$ cat src/rtl/fetch_engine_if.sv
// ---------------------------------------------------------------------------
// fetch_engine_if
// Bundles the request, memory-read and result signals of fetch_engine.
//
// Ports / signals:
//   start, base_addr, burst_len, hold  burst request side (driven by master)
//   read_bus                           per-channel memory read data (master)
//   read_en, read_addr                 memory read strobe and addresses (slave)
//   out_data, out_valid, out_index     extracted result beats (slave)
//   busy, done                         engine status (slave)
//
// Modports:
//   master  the controlling side (requester plus memory)
//   slave   the fetch engine itself
// ---------------------------------------------------------------------------
interface fetch_engine_if #(
   parameter int NUM_CH = 2,
   parameter int ADDR_W = 16,
   parameter int BUS_W  = 128,
   parameter int OUT_W  = 15,
   parameter int LEN_W  = 3
) ();

   logic                      start;
   logic [NUM_CH*ADDR_W-1:0]  base_addr;
   logic [LEN_W-1:0]          burst_len;
   logic                      hold;
   logic [NUM_CH*BUS_W-1:0]   read_bus;

   logic                      read_en;
   logic [NUM_CH*ADDR_W-1:0]  read_addr;
   logic [NUM_CH*OUT_W-1:0]   out_data;
   logic                      out_valid;
   logic [LEN_W-1:0]          out_index;
   logic                      busy;
   logic                      done;

   modport master (
      output start, base_addr, burst_len, hold, read_bus,
      input  read_en, read_addr, out_data, out_valid, out_index, busy, done
   );

   modport slave (
      input  start, base_addr, burst_len, hold, read_bus,
      output read_en, read_addr, out_data, out_valid, out_index, busy, done
   );

endinterface

$ cat src/rtl/fetch_engine.sv
// ---------------------------------------------------------------------------
// fetch_engine
// Multi-channel burst reader. A start request loads a base address per
// channel and a burst length; the engine then issues one common read strobe
// per cycle (unless held), stepping every channel address by STRIDE. Read
// data returns RD_LAT cycles later and the low OUT_W bits of each channel are
// registered onto out_data together with the beat number.
//
// Ports:
//   clock  sole clock, rising edge
//   reset  asynchronous active-high reset
//   bus    fetch_engine_if.slave (request, memory read and result signals)
// ---------------------------------------------------------------------------
module fetch_engine #(
   parameter int NUM_CH = 2,
   parameter int ADDR_W = 16,
   parameter int BUS_W  = 128,
   parameter int OUT_W  = 15,
   parameter int STRIDE = 2,
   parameter int LEN_W  = 3,
   parameter int RD_LAT = 1
) (
   input logic           clock,
   input logic           reset,
   fetch_engine_if.slave bus
);

   typedef enum logic [1:0] {
      IDLE,
      ISSUE,
      DRAIN,
      DONE
   } state_t;

   state_t                    state;
   state_t                    state_next;

   logic [LEN_W-1:0]          len;
   logic [LEN_W-1:0]          issue_idx;
   logic [NUM_CH*ADDR_W-1:0]  addr_q;

   // valid/index shift pipeline tracking reads in flight to the memory
   logic [RD_LAT-1:0]         vpipe;
   logic [LEN_W-1:0]          ipipe [RD_LAT];

   logic [NUM_CH*OUT_W-1:0]   data_q;
   logic                      valid_q;
   logic [LEN_W-1:0]          index_q;

   logic                      issue_fire;
   logic                      last_issue;
   logic                      load_burst;
   logic                      unused_read_bus;

   // Only the low OUT_W bits of each channel are consumed.
   assign unused_read_bus = ^bus.read_bus;

   always_comb begin
      issue_fire = (state == ISSUE) && !bus.hold;
      last_issue = issue_fire && (issue_idx == (len - LEN_W'(1)));
      load_burst = (state == IDLE) && bus.start && (bus.burst_len != '0);
   end

   // Next-state logic. DRAIN waits until the final beat is on out_valid with
   // nothing left in the read pipeline, so DONE lands the cycle after it.
   always_comb begin
      state_next = state;
      case (state)
         IDLE: begin
            if (bus.start) begin
               if (bus.burst_len != '0) state_next = ISSUE;
               else                     state_next = DONE;
            end
         end
         ISSUE: begin
            if (last_issue) state_next = DRAIN;
         end
         DRAIN: begin
            if (valid_q && (vpipe == '0)) state_next = DONE;
         end
         DONE: begin
            state_next = IDLE;
         end
         default: begin
            state_next = IDLE;
         end
      endcase
   end

   always_ff @(posedge clock or posedge reset) begin
      if (reset) state <= IDLE;
      else       state <= state_next;
   end

   // Issue side: burst load, address stepping (wraps naturally at 2^ADDR_W)
   // and the issue index. hold simply suppresses issue_fire.
   always_ff @(posedge clock or posedge reset) begin
      if (reset) begin
         addr_q    <= '0;
         len       <= '0;
         issue_idx <= '0;
      end else if (load_burst) begin
         addr_q    <= bus.base_addr;
         len       <= bus.burst_len;
         issue_idx <= '0;
      end else if (issue_fire) begin
         for (int c = 0; c < NUM_CH; c++) begin
            addr_q[c*ADDR_W +: ADDR_W] <= addr_q[c*ADDR_W +: ADDR_W] + ADDR_W'(STRIDE);
         end
         issue_idx <= issue_idx + LEN_W'(1);
      end
   end

   // Return side: the pipeline tail marks the cycle where read_bus holds the
   // data of a read issued RD_LAT cycles earlier; capture it then so the
   // result appears RD_LAT+1 cycles after the strobe. out_data holds between
   // beats.
   always_ff @(posedge clock or posedge reset) begin
      if (reset) begin
         vpipe   <= '0;
         for (int k = 0; k < RD_LAT; k++) ipipe[k] <= '0;
         data_q  <= '0;
         valid_q <= 1'b0;
         index_q <= '0;
      end else begin
         vpipe[0] <= issue_fire;
         ipipe[0] <= issue_idx;
         for (int k = 1; k < RD_LAT; k++) begin
            vpipe[k] <= vpipe[k-1];
            ipipe[k] <= ipipe[k-1];
         end
         valid_q <= vpipe[RD_LAT-1];
         if (vpipe[RD_LAT-1]) begin
            index_q <= ipipe[RD_LAT-1];
            for (int c = 0; c < NUM_CH; c++) begin
               data_q[c*OUT_W +: OUT_W] <= bus.read_bus[c*BUS_W +: OUT_W];
            end
         end
      end
   end

   always_comb begin
      bus.read_en   = issue_fire;
      bus.read_addr = addr_q;
      bus.out_data  = data_q;
      bus.out_valid = valid_q;
      bus.out_index = index_q;
      bus.busy      = (state != IDLE);
      bus.done      = (state == DONE);
   end

endmodule

$ cat src/flat_wrapper.sv
// flat-port wrapper written by rule: the top's interface ports become plain ports
module fetch_engine_flat 
#(
   parameter int NUM_CH = 2,
   parameter int ADDR_W = 16,
   parameter int BUS_W  = 128,
   parameter int OUT_W  = 15,
   parameter int STRIDE = 2,
   parameter int LEN_W  = 3,
   parameter int RD_LAT = 1
)
  (clock, reset, bus_start, bus_base_addr, bus_burst_len, bus_hold, bus_read_bus, bus_read_en, bus_read_addr, bus_out_data, bus_out_valid, bus_out_index, bus_busy, bus_done);
  fetch_engine_if #(.NUM_CH(NUM_CH), .ADDR_W(ADDR_W), .BUS_W(BUS_W), .OUT_W(OUT_W), .LEN_W(LEN_W)) bus_i ();
  input logic clock;
  input logic reset;
  input wire logic [$bits(bus_i.start)-1:0] bus_start;
  input wire logic [$bits(bus_i.base_addr)-1:0] bus_base_addr;
  input wire logic [$bits(bus_i.burst_len)-1:0] bus_burst_len;
  input wire logic [$bits(bus_i.hold)-1:0] bus_hold;
  input wire logic [$bits(bus_i.read_bus)-1:0] bus_read_bus;
  output wire logic [$bits(bus_i.read_en)-1:0] bus_read_en;
  output wire logic [$bits(bus_i.read_addr)-1:0] bus_read_addr;
  output wire logic [$bits(bus_i.out_data)-1:0] bus_out_data;
  output wire logic [$bits(bus_i.out_valid)-1:0] bus_out_valid;
  output wire logic [$bits(bus_i.out_index)-1:0] bus_out_index;
  output wire logic [$bits(bus_i.busy)-1:0] bus_busy;
  output wire logic [$bits(bus_i.done)-1:0] bus_done;
  assign bus_i.start = bus_start;
  assign bus_i.base_addr = bus_base_addr;
  assign bus_i.burst_len = bus_burst_len;
  assign bus_i.hold = bus_hold;
  assign bus_i.read_bus = bus_read_bus;
  assign bus_read_en = bus_i.read_en;
  assign bus_read_addr = bus_i.read_addr;
  assign bus_out_data = bus_i.out_data;
  assign bus_out_valid = bus_i.out_valid;
  assign bus_out_index = bus_i.out_index;
  assign bus_busy = bus_i.busy;
  assign bus_done = bus_i.done;
  fetch_engine #(.NUM_CH(NUM_CH), .ADDR_W(ADDR_W), .BUS_W(BUS_W), .OUT_W(OUT_W), .STRIDE(STRIDE), .LEN_W(LEN_W), .RD_LAT(RD_LAT)) u_core (.clock(clock), .reset(reset), .bus(bus_i));
endmodule
$ cat config.mk
export PLATFORM = sky130hd
export DESIGN_NAME = fetch_engine_flat
export DESIGN_NICKNAME = d
export VERILOG_FILES = /design/src/rtl/fetch_engine_if.sv /design/src/rtl/fetch_engine.sv /design/src/flat_wrapper.sv
export SDC_FILE = /design/constraint.sdc
export NUM_CORES = 1
export LEC_CHECK = 0
export CELL_PAD_IN_SITES_DETAIL_PLACEMENT = 1
export CELL_PAD_IN_SITES_GLOBAL_PLACEMENT = 1
export CORE_AREA = 2 2 142 144
export DETAILED_ROUTE_END_ITERATION = 7
export DIE_AREA = 0 0 144 146
export GPL_ROUTABILITY_DRIVEN = 0
export PLACE_DENSITY = 0.76
export SLEW_MARGIN = 20
export SYNTH_ARGS = -nofsm -noshare
export SYNTH_HDL_FRONTEND = slang
export SYNTH_SLANG_ARGS = --single-unit
$ cat constraint.sdc
create_clock -name clock -period 2.8 [get_ports clock]
set_input_delay 0.56 -clock clock [delete_from_list [all_inputs] [get_ports clock]]
set_output_delay 0.56 -clock clock [all_outputs]
set_load 0.005 [all_outputs]
# After elaboration in Yosys (flattened, before gate mapping)
# Cells that the tools add are included.
[classes]
addsub = 4
n_eq_ne = 7
n_mux = 9
n_bitwise = 1
reduce_logical = 11
[ops]
columns = ["cell", "n"]
rows = [
  ["$mux 32", 2],
  ["$add 16x2->16 const B", 2],
  ["$mux 2", 4],
  ["$pmux 2 s4", 1],
  ["$mux 3", 2],
  ["$logic_and 1x1->1", 5],
  ["$eq 2x2->1 const B", 2],
  ["$ne 2x1->1 const B", 2],
  ["$reduce_bool 2->1", 2],
  ["$add 3x1->3 const B", 1],
  ["$eq 3x3->1", 1],
  ["$reduce_and 3->1", 1],
  ["$reduce_bool 3->1", 1],
  ["$sub 3x1->3 const B", 1],
  ["$eq 2x1->1 const B", 1],
  ["$logic_not 2->1", 1],
  ["$ne 2x2->1 const B", 1],
  ["$logic_not 1->1", 1],
  ["$not 1->1", 1],
]
[word_totals]
register_bits = 78
inputBits = 295
output_inout_bits = 69
elab_cells = 41

# Logic depth before layout (Yosys ltp)
# Gate-level depths: netlist (run 1).
[logic_depth]
word_depth = 5
depth_mapped = 7
depth_no_buf = 6

# Worst setup path after synthesis (run 1)
# No wires, ideal clock.
[synth_path]
path_kind = "register -> register"
startpoint = "reg u_core.len[0]"
endpoint = "reg u_core.state[1]"
setup_ps = 79
arrival_ps = 1901
t_required_ps = 2721
setup_slack_ps = 820
stages_incl_launch_ff = 7
path_buffers = 0
synth_period_minus_slack_ps = 1980
path_cell_list = "dfrtp_1 > inv_1 > ha_1 > xor3_1 > or4_4 > a221oi_4 > mux2i_1"
[synth_between]
elab_chain_cells = 5
[synth_lines]
columns = ["element", "line_no", "text"]
rows = [
  ["from (decl)", "fetch_engine.sv:38", "logic [LEN_W-1:0] len;"],
  ["from (signal assigned)", "fetch_engine.sv:104", "len <= bus.burst_len;"],
  ["$sub 3x1->3", "fetch_engine.sv:60", "last_issue = issue_fire && (issue_idx == (len - LEN_W'(1)));"],
  ["$eq 3x3->1", "fetch_engine.sv:60", ""],
  ["$logic_and 1x1->1", "fetch_engine.sv:60", ""],
  ["$ne 2x1->1 (no source line)", "-", ""],
  ["$reduce_and 3->1 (no source line)", "-", ""],
  ["to (signal assigned)", "fetch_engine.sv:92", "else state <= state_next;"],
  ["to (decl)", "fetch_engine.sv:35", "state_t state;"],
]
# Every way passes these cells.
# A chain may end at the register's enable or synchronous reset.

# Final worst setup path (run 1)
[layout_path]
startpoint = "reg u_core.state[1]"
endpoint = "out bus_read_en"
[layout_between]
elab_chain_cells = 2
[layout_lines]
columns = ["element", "line_no", "text"]
rows = [
  ["$eq 2x1->1", "fetch_engine.sv:59", "issue_fire = (state == ISSUE) && !bus.hold;"],
  ["$logic_and 1x1->1", "fetch_engine.sv:59", ""],
  ["to (decl)", "flat_wrapper.sv:21", "output wire logic [$bits(bus_i.read_en)-1:0] bus_read_en;"],
]
# Every way passes these cells.

==> flow_summary.yaml, run 1 <==
outcome:
  status: "finished, final reports clean"
yosys:
  synth_top_area_cell: "dfrtp_1"
  synthTopCellsByCount: "78 x dfrtp_1, 47 x nand2_1, 33 x mux2_2"
  syn_avg_cell_area_sq_um: 11.2
  yosysTopAreaCellShare: 0.543
  synthCells: 320
  ys_seq_area_frac: 0.543
  synthFlopType: "dfrtp_1"
  synth_edf_count: 0
  synthXorXnorAreaFrac: 0.0793
  synth_cell_type_count: 34
  yosys.area_share.simple: 0.139
  yosysMostFrequentCell: "dfrtp_1"
  synthArstFlopShare: 1.00
  syn-num-nets: 624
  ys_seq_elements: 78
  syn_area_sq_um: 3600
  synth-compound-area-share: 0.0658
  ys_top_cells_by_area: "dfrtp_1 54%, mux2_2 10%, nand2_1 4.9%"
  synthMuxAreaShare: 0.117
  synthAdderAreaFrac: 0.0313
  ys.warnings.count: 0
  synth_top_family_by_area: "simple AND/OR/NAND/NOR gates"
drt:
  drtPass1Iterations: 4
  ant_nets: 0
  num_vias: 3006
  wl_per_cell_microns: 15.6
  wirelength_microns: 11500
  drc: 0
  viasPerCell: 4.10
  drt_iter0_drc: 88
clock_network:
  cts_root_buf: "clkbuf_16"
  insertion_delay_ps: 340
  cts-buffers-inserted: 9
  clockBufferDepth: 2
  htree_levels: 3
  clk_pin_slew_ps: 60
  cts.sinks: 78
  postCtsSetupBuffers: 0
  cts_tree: "done"
  cts_hold_buf: 0
  ctsResizeCount: 0
pwr:
  leakage_nw: 2.19
  ir_drop_uv: 339
  p_per_area_nw_per_um2: 1050
die:
  core_area_sq_um: 19300
  die_h_microns: 146
  ios: 364
  rows: 51
  start_util: 0.186
  dieArea_sq_um: 21000
  die_w_microns: 144
timing:
  rsz0062_at_grt: "false"
  fin_crit_sh: 0.892
  slew_viol_final: 0
  fin_worst_skew_ps: 4.47
  tightest_slew_ps: 1000
  setup_viol: 0
  finalCriticalPeriod_ps: 2500
  tns_ps: 0
  fmax_ghz: 0.400
  slew_headroom: 0.333
  finalHoldViolations: 0
worst_setup_path:
  end_kind: "primary output"
  cp.arrival_ps: 1940
  cp_max_fo: 4
  required_ps: 2240
  path_class: "register to primary output"
  ff2ff_path_depth: 6
  startpoint_type: "register"
cells_and_area:
  area_growth_pct: 57.0
  post-route-util: 0.292
  layout-drive-gt1-share: 0.139
  nets: 766
  n_fill_cell: 2185
  multi_input_area_sq_um: 1570
  seqCellArea_sq_um: 1950
grt:
  grt_util_all_layers: 0.113
  gr-total-overflow: 0
  antenna_found_initial: 3
  grt_pass1_vias: 3359
  grt_start_max_net_pins: 64
  grt_pass1_wl_microns: 18100
placement:
  hpwl_microns: 8850
  io_buffers: 137
flow_run:
  cap_violations: 0
worst_hold_path:
  hold_path.class: "register to register"
  holdPathStages: 0
stage by stage:
stage	instance area [sq um]	cells	worst slack (ps)	power (mW)	hold slack [ps]
after detailed placement	5340	716	365	4.80	464
after floorplan	3600	320	245	3.29	352
after global routing	5640	732	131	6.37	506
after CTS	5640	732	254	6.04	474
final	5640	734	303	5.93	476
after global placement	5340	716	410	4.65	443
layout by cell type (no fill, tap or decap), types with 3 or more instances in the layout:
cell type and count:
nor3_1 8, clkbuf_16 9, a21oi_1 4, nor2_1 15, mux2i_1 5, clkinv_2 3, clkdlybuf4s50_1 137, nand3_1 10
o21ai_1 24, xor2_1 9, mux2_2 33, inv_1 8, ha_1 9, buf_4 6, nand2_1 47, nand4_1 11
dfrtp_1 78, nor4_1 5, xnor2_1 19
layer usage:
| metal | vias to the layer above | wire, microns | GRT usage |
|---|---|---|---|
| met1 | 1463 | 4930 | 0.136 |
| met4 | 2 | 178 | 0.0426 |
| met5 | - | 10 | 0 |
| met3 | 14 | 1130 | 0.0494 |
| met2 | 126 | 5210 | 0.177 |
| li1 | 1401 | - | - |
worst paths after layout:
path	slack, ps	startpoint	end
min in group asynchronous	560	reset	u_core.bus.read_addr[12]$_DFFE_PP0P_
min	480	u_core.issue_idx[2]$_DFFE_PP0P_	u_core.ipipe[2]$_DFF_PP0_
max in group asynchronous	1570	reset	u_core.bus.out_valid$_DFF_PP0_
max reg2reg	610	u_core.len[0]$_DFFE_PP0P_	u_core.state[1]$_DFFE_PP0P_
max	300	u_core.state[1]$_DFFE_PP0P_	bus_read_en
min reg2reg	480	u_core.issue_idx[2]$_DFFE_PP0P_	u_core.ipipe[2]$_DFF_PP0_
final cells by class:
class	count	share of cell area
antenna	2	0.000887
clock buffer	9	0.0399
clock inverter	7	0.0131
inverter	9	0.00621
multi-input combinational	219	0.277
sequential	78	0.346
tap	265	0.0587
timing repair buffer	145	0.258
sequential cells by signal, summed over array words and instances, names as in the netlist, 2 cells and up:
register	flops
u_core.state	2
u_core.issue_idx	3
u_core.bus.out_data	30
u_core.bus.out_index	3
u_core.len	3
u_core.bus.read_addr	32
u_core.ipipe	3
logic make-up after synthesis:
kind of cell,after synthesis
muxes,38
and+or+nand+nor,105
adders and majority gates,9
xor gates and xnor gates,30
AOI/OAI and AO/OA,37
buffers and inverters,23
DFF,78
worst max-delay path, stage by stage, from the launching register on:
cell             delay [ps]
dfrtp_1                 410
inv_1                   140
ha_1                    210
nor2b_1                 280
clkdlybuf4s50_1         560
report_power, final:
| part | internal (mW) | switching (mW) | leakage [nW] |
|---|---|---|---|
| combinational | 1.61 | 0.935 | 1.09 |
| sequential | 1.67 | 0.522 | 0.955 |
| clock | 0.694 | 0.497 | 0.146 |
No activity file was read; power rests on OpenSTA's default activity.
==> run 2, diff against run 1 <==
Settings changed: PLACE_DENSITY 0.76 to default, PLACE_DENSITY_LB_ADDON from default to 0.15.
==> run 2 against run 1 <==
  * Setup slack worse by 17 ps
  * Critical path depth is the same
  * Design area down 0.24%
  * Non-clock buffer count is 3 higher
  * Combinational power fell by 2%
  * Clock power is 7% lower
  * Register-to-register slack gained 80 ps
  * Fmax is 0.67% lower
==> flow_summary.yaml, run 2 (synthesis gave the netlist of run 1 again) <==
worst_hold_path:
  holdPathStages: 1
  hp-start: "u_core.ipipe[1]$_DFF_PP0_"
  holdPathEnd: "u_core.bus.out_index[1]$_DFFE_PP0P_"
  hold_path.class: "register to register"
timing:
  slew_headroom: 0.577
  finalHoldViolations: 0
  rsz0062_at_grt: "false"
  setup_ws_ps: 286
  tightest_slew_ps: 634
  tns_ps: 0
  finalCriticalPeriod_ps: 2510
  fmax_ghz: 0.398
  slew_viol_final: 0
  setup_viol: 0
  fin_worst_skew_ps: 6.34
  fin_crit_sh: 0.898
clock_network:
  ctsResizeCount: 0
  cts.sinks: 78
  cts-buffers-inserted: 9
  postCtsSetupBuffers: 0
  clockBufferDepth: 2
  htree_levels: 3
  cts_hold_buf: 0
  insertion_delay_ps: 340
  cts_root_buf: "clkbuf_16"
  clk_pin_slew_ps: 60
  cts_tree: "done"
placement:
  io_buffers: 137
  hpwl_microns: 8380
  place_area_sq_um: 5350
  dp.cells: 719
  dp_slack_ps: 226
drt:
  drc: 0
  viasPerCell: 4.00
  drtPass1Iterations: 4
  wl_per_cell_microns: 15.1
  num_vias: 2943
  drt_iter0_drc: 152
  ant_nets: 0
  wirelength_microns: 11100
worst_setup_path:
  cpPeakStageDelay_ps: 590
  path_cells: "inv_1 > ha_1 > nor2b_1 > clkdlybuf4s50_1"
  path_class: "register to primary output"
  startpoint_type: "register"
  cp_max_fo: 4
  r2r_slack_ps: 690
  ff2ff_path_depth: 6
  cp.arrival_ps: 1950
  slowest_stage: "clkdlybuf4s50_1"
  end_kind: "primary output"
  timing.rr.end: "u_core.state[1]$_DFFE_PP0P_"
  r2r-start: "u_core.len[0]$_DFFE_PP0P_"
  required_ps: 2240
grt:
  antenna_found_initial: 5
  grt_start_max_net_pins: 32
  grt_pass1_vias: 3124
  grt_pass1_wl_microns: 17500
  grt_util_all_layers: 0.108
  gr-total-overflow: 0
die:
  ios: 364
  core_area_sq_um: 19300
  start_util: 0.186
  rows: 51
  die_h_microns: 146
  dieArea_sq_um: 21000
  die_w_microns: 144
cells_and_area:
  final_cells: 736
  area_growth_pct: 56.6
  nets: 769
  layout-drive-gt1-share: 0.143
  post-route-util: 0.291
  largest_register_ffs: 32
  stdcell_area_sq_um: 5630
  final_common_cell: "clkdlybuf4s50_1"
  final_cell_mix: "137 x clkdlybuf4s50_1, 78 x dfrtp_1, 47 x nand2_1"
pwr:
  p_per_area_nw_per_um2: 1030
  leakage_nw: 2.19
  ir_drop_uv: 300
flow_run:
  cap_violations: 0
outcome:
  status: "finished, final reports clean"
run 2: cell types whose count changed in the layout (fill, tap and decap cells not counted), sizes merged:
cell / change
buf: +3
clkinv: -1
inv: -1
clkbuf: +2
bufinv: -1
run 2: area by class of cell:
type / instances / area [sq um]
fill: 2174 / 13700
sequential: 78 / 1950
multi-input combinational: 219 / 1570
timing repair buffer: 148 / 1470
antenna: 2 / 5.00
clock inverter: 4 / 22.5
inverter: 9 / 35.0
tap: 265 / 332
clock buffer: 11 / 253
run 2: power by group:
part / switching (mW) / internal [mW] / total (mW)
clock network: 0.469 / 0.639 / 1.11
logic: 0.904 / 1.60 / 2.51
registers: 0.492 / 1.67 / 2.16
total: 1.87 / 3.91 / 5.78
run 2: per-stage QoR:
| step | hold WS (ps) | total power, mW |
|---|---|---|
| 2_1_floorplan | 352 | 3.29 |
| 3_3_place_gp | 452 | 4.69 |
| 3_5_place_dp | 462 | 4.75 |
| 4_1_cts | 473 | 5.93 |
| 5_1_grt | 487 | 6.24 |
| 6_report | 469 | 5.78 |
run 2: worst max-delay path, delay by kind of cell, from the launching register on:
family	cells	cell delay, ps
DFF	1	400
and+or+nand+nor	1	320
buffers and inverters	2	710
adders and majority gates	1	180
run 2: worst max path at each step:
stage	startpoint	depth (start not counted)	slack [ps]	endpoint
global route	u_core.state[1]$_DFFE_PP0P_	4	80	bus_read_en
finish	u_core.state[1]$_DFFE_PP0P_	4	290	bus_read_en
CTS	u_core.state[1]$_DFFE_PP0P_	4	160	bus_read_en
global placement	bus_hold	3	230	bus_read_en
floorplan	reset	1	240	u_core.bus.out_data[0]$_DFFE_PP0P_
detailed placement	bus_hold	3	230	bus_read_en
run 2: routing by layer:
| layer | up-vias | global-route usage | part of all wire |
|---|---|---|---|
| met3 | 17 | 0.0494 | 0.099 |
| li1 | 1403 | - | - |
| met4 | 4 | 0.0382 | 0.014 |
| met5 | - | 0 | 0.0021 |
| met2 | 93 | 0.152 | 0.41 |
| met1 | 1426 | 0.145 | 0.47 |
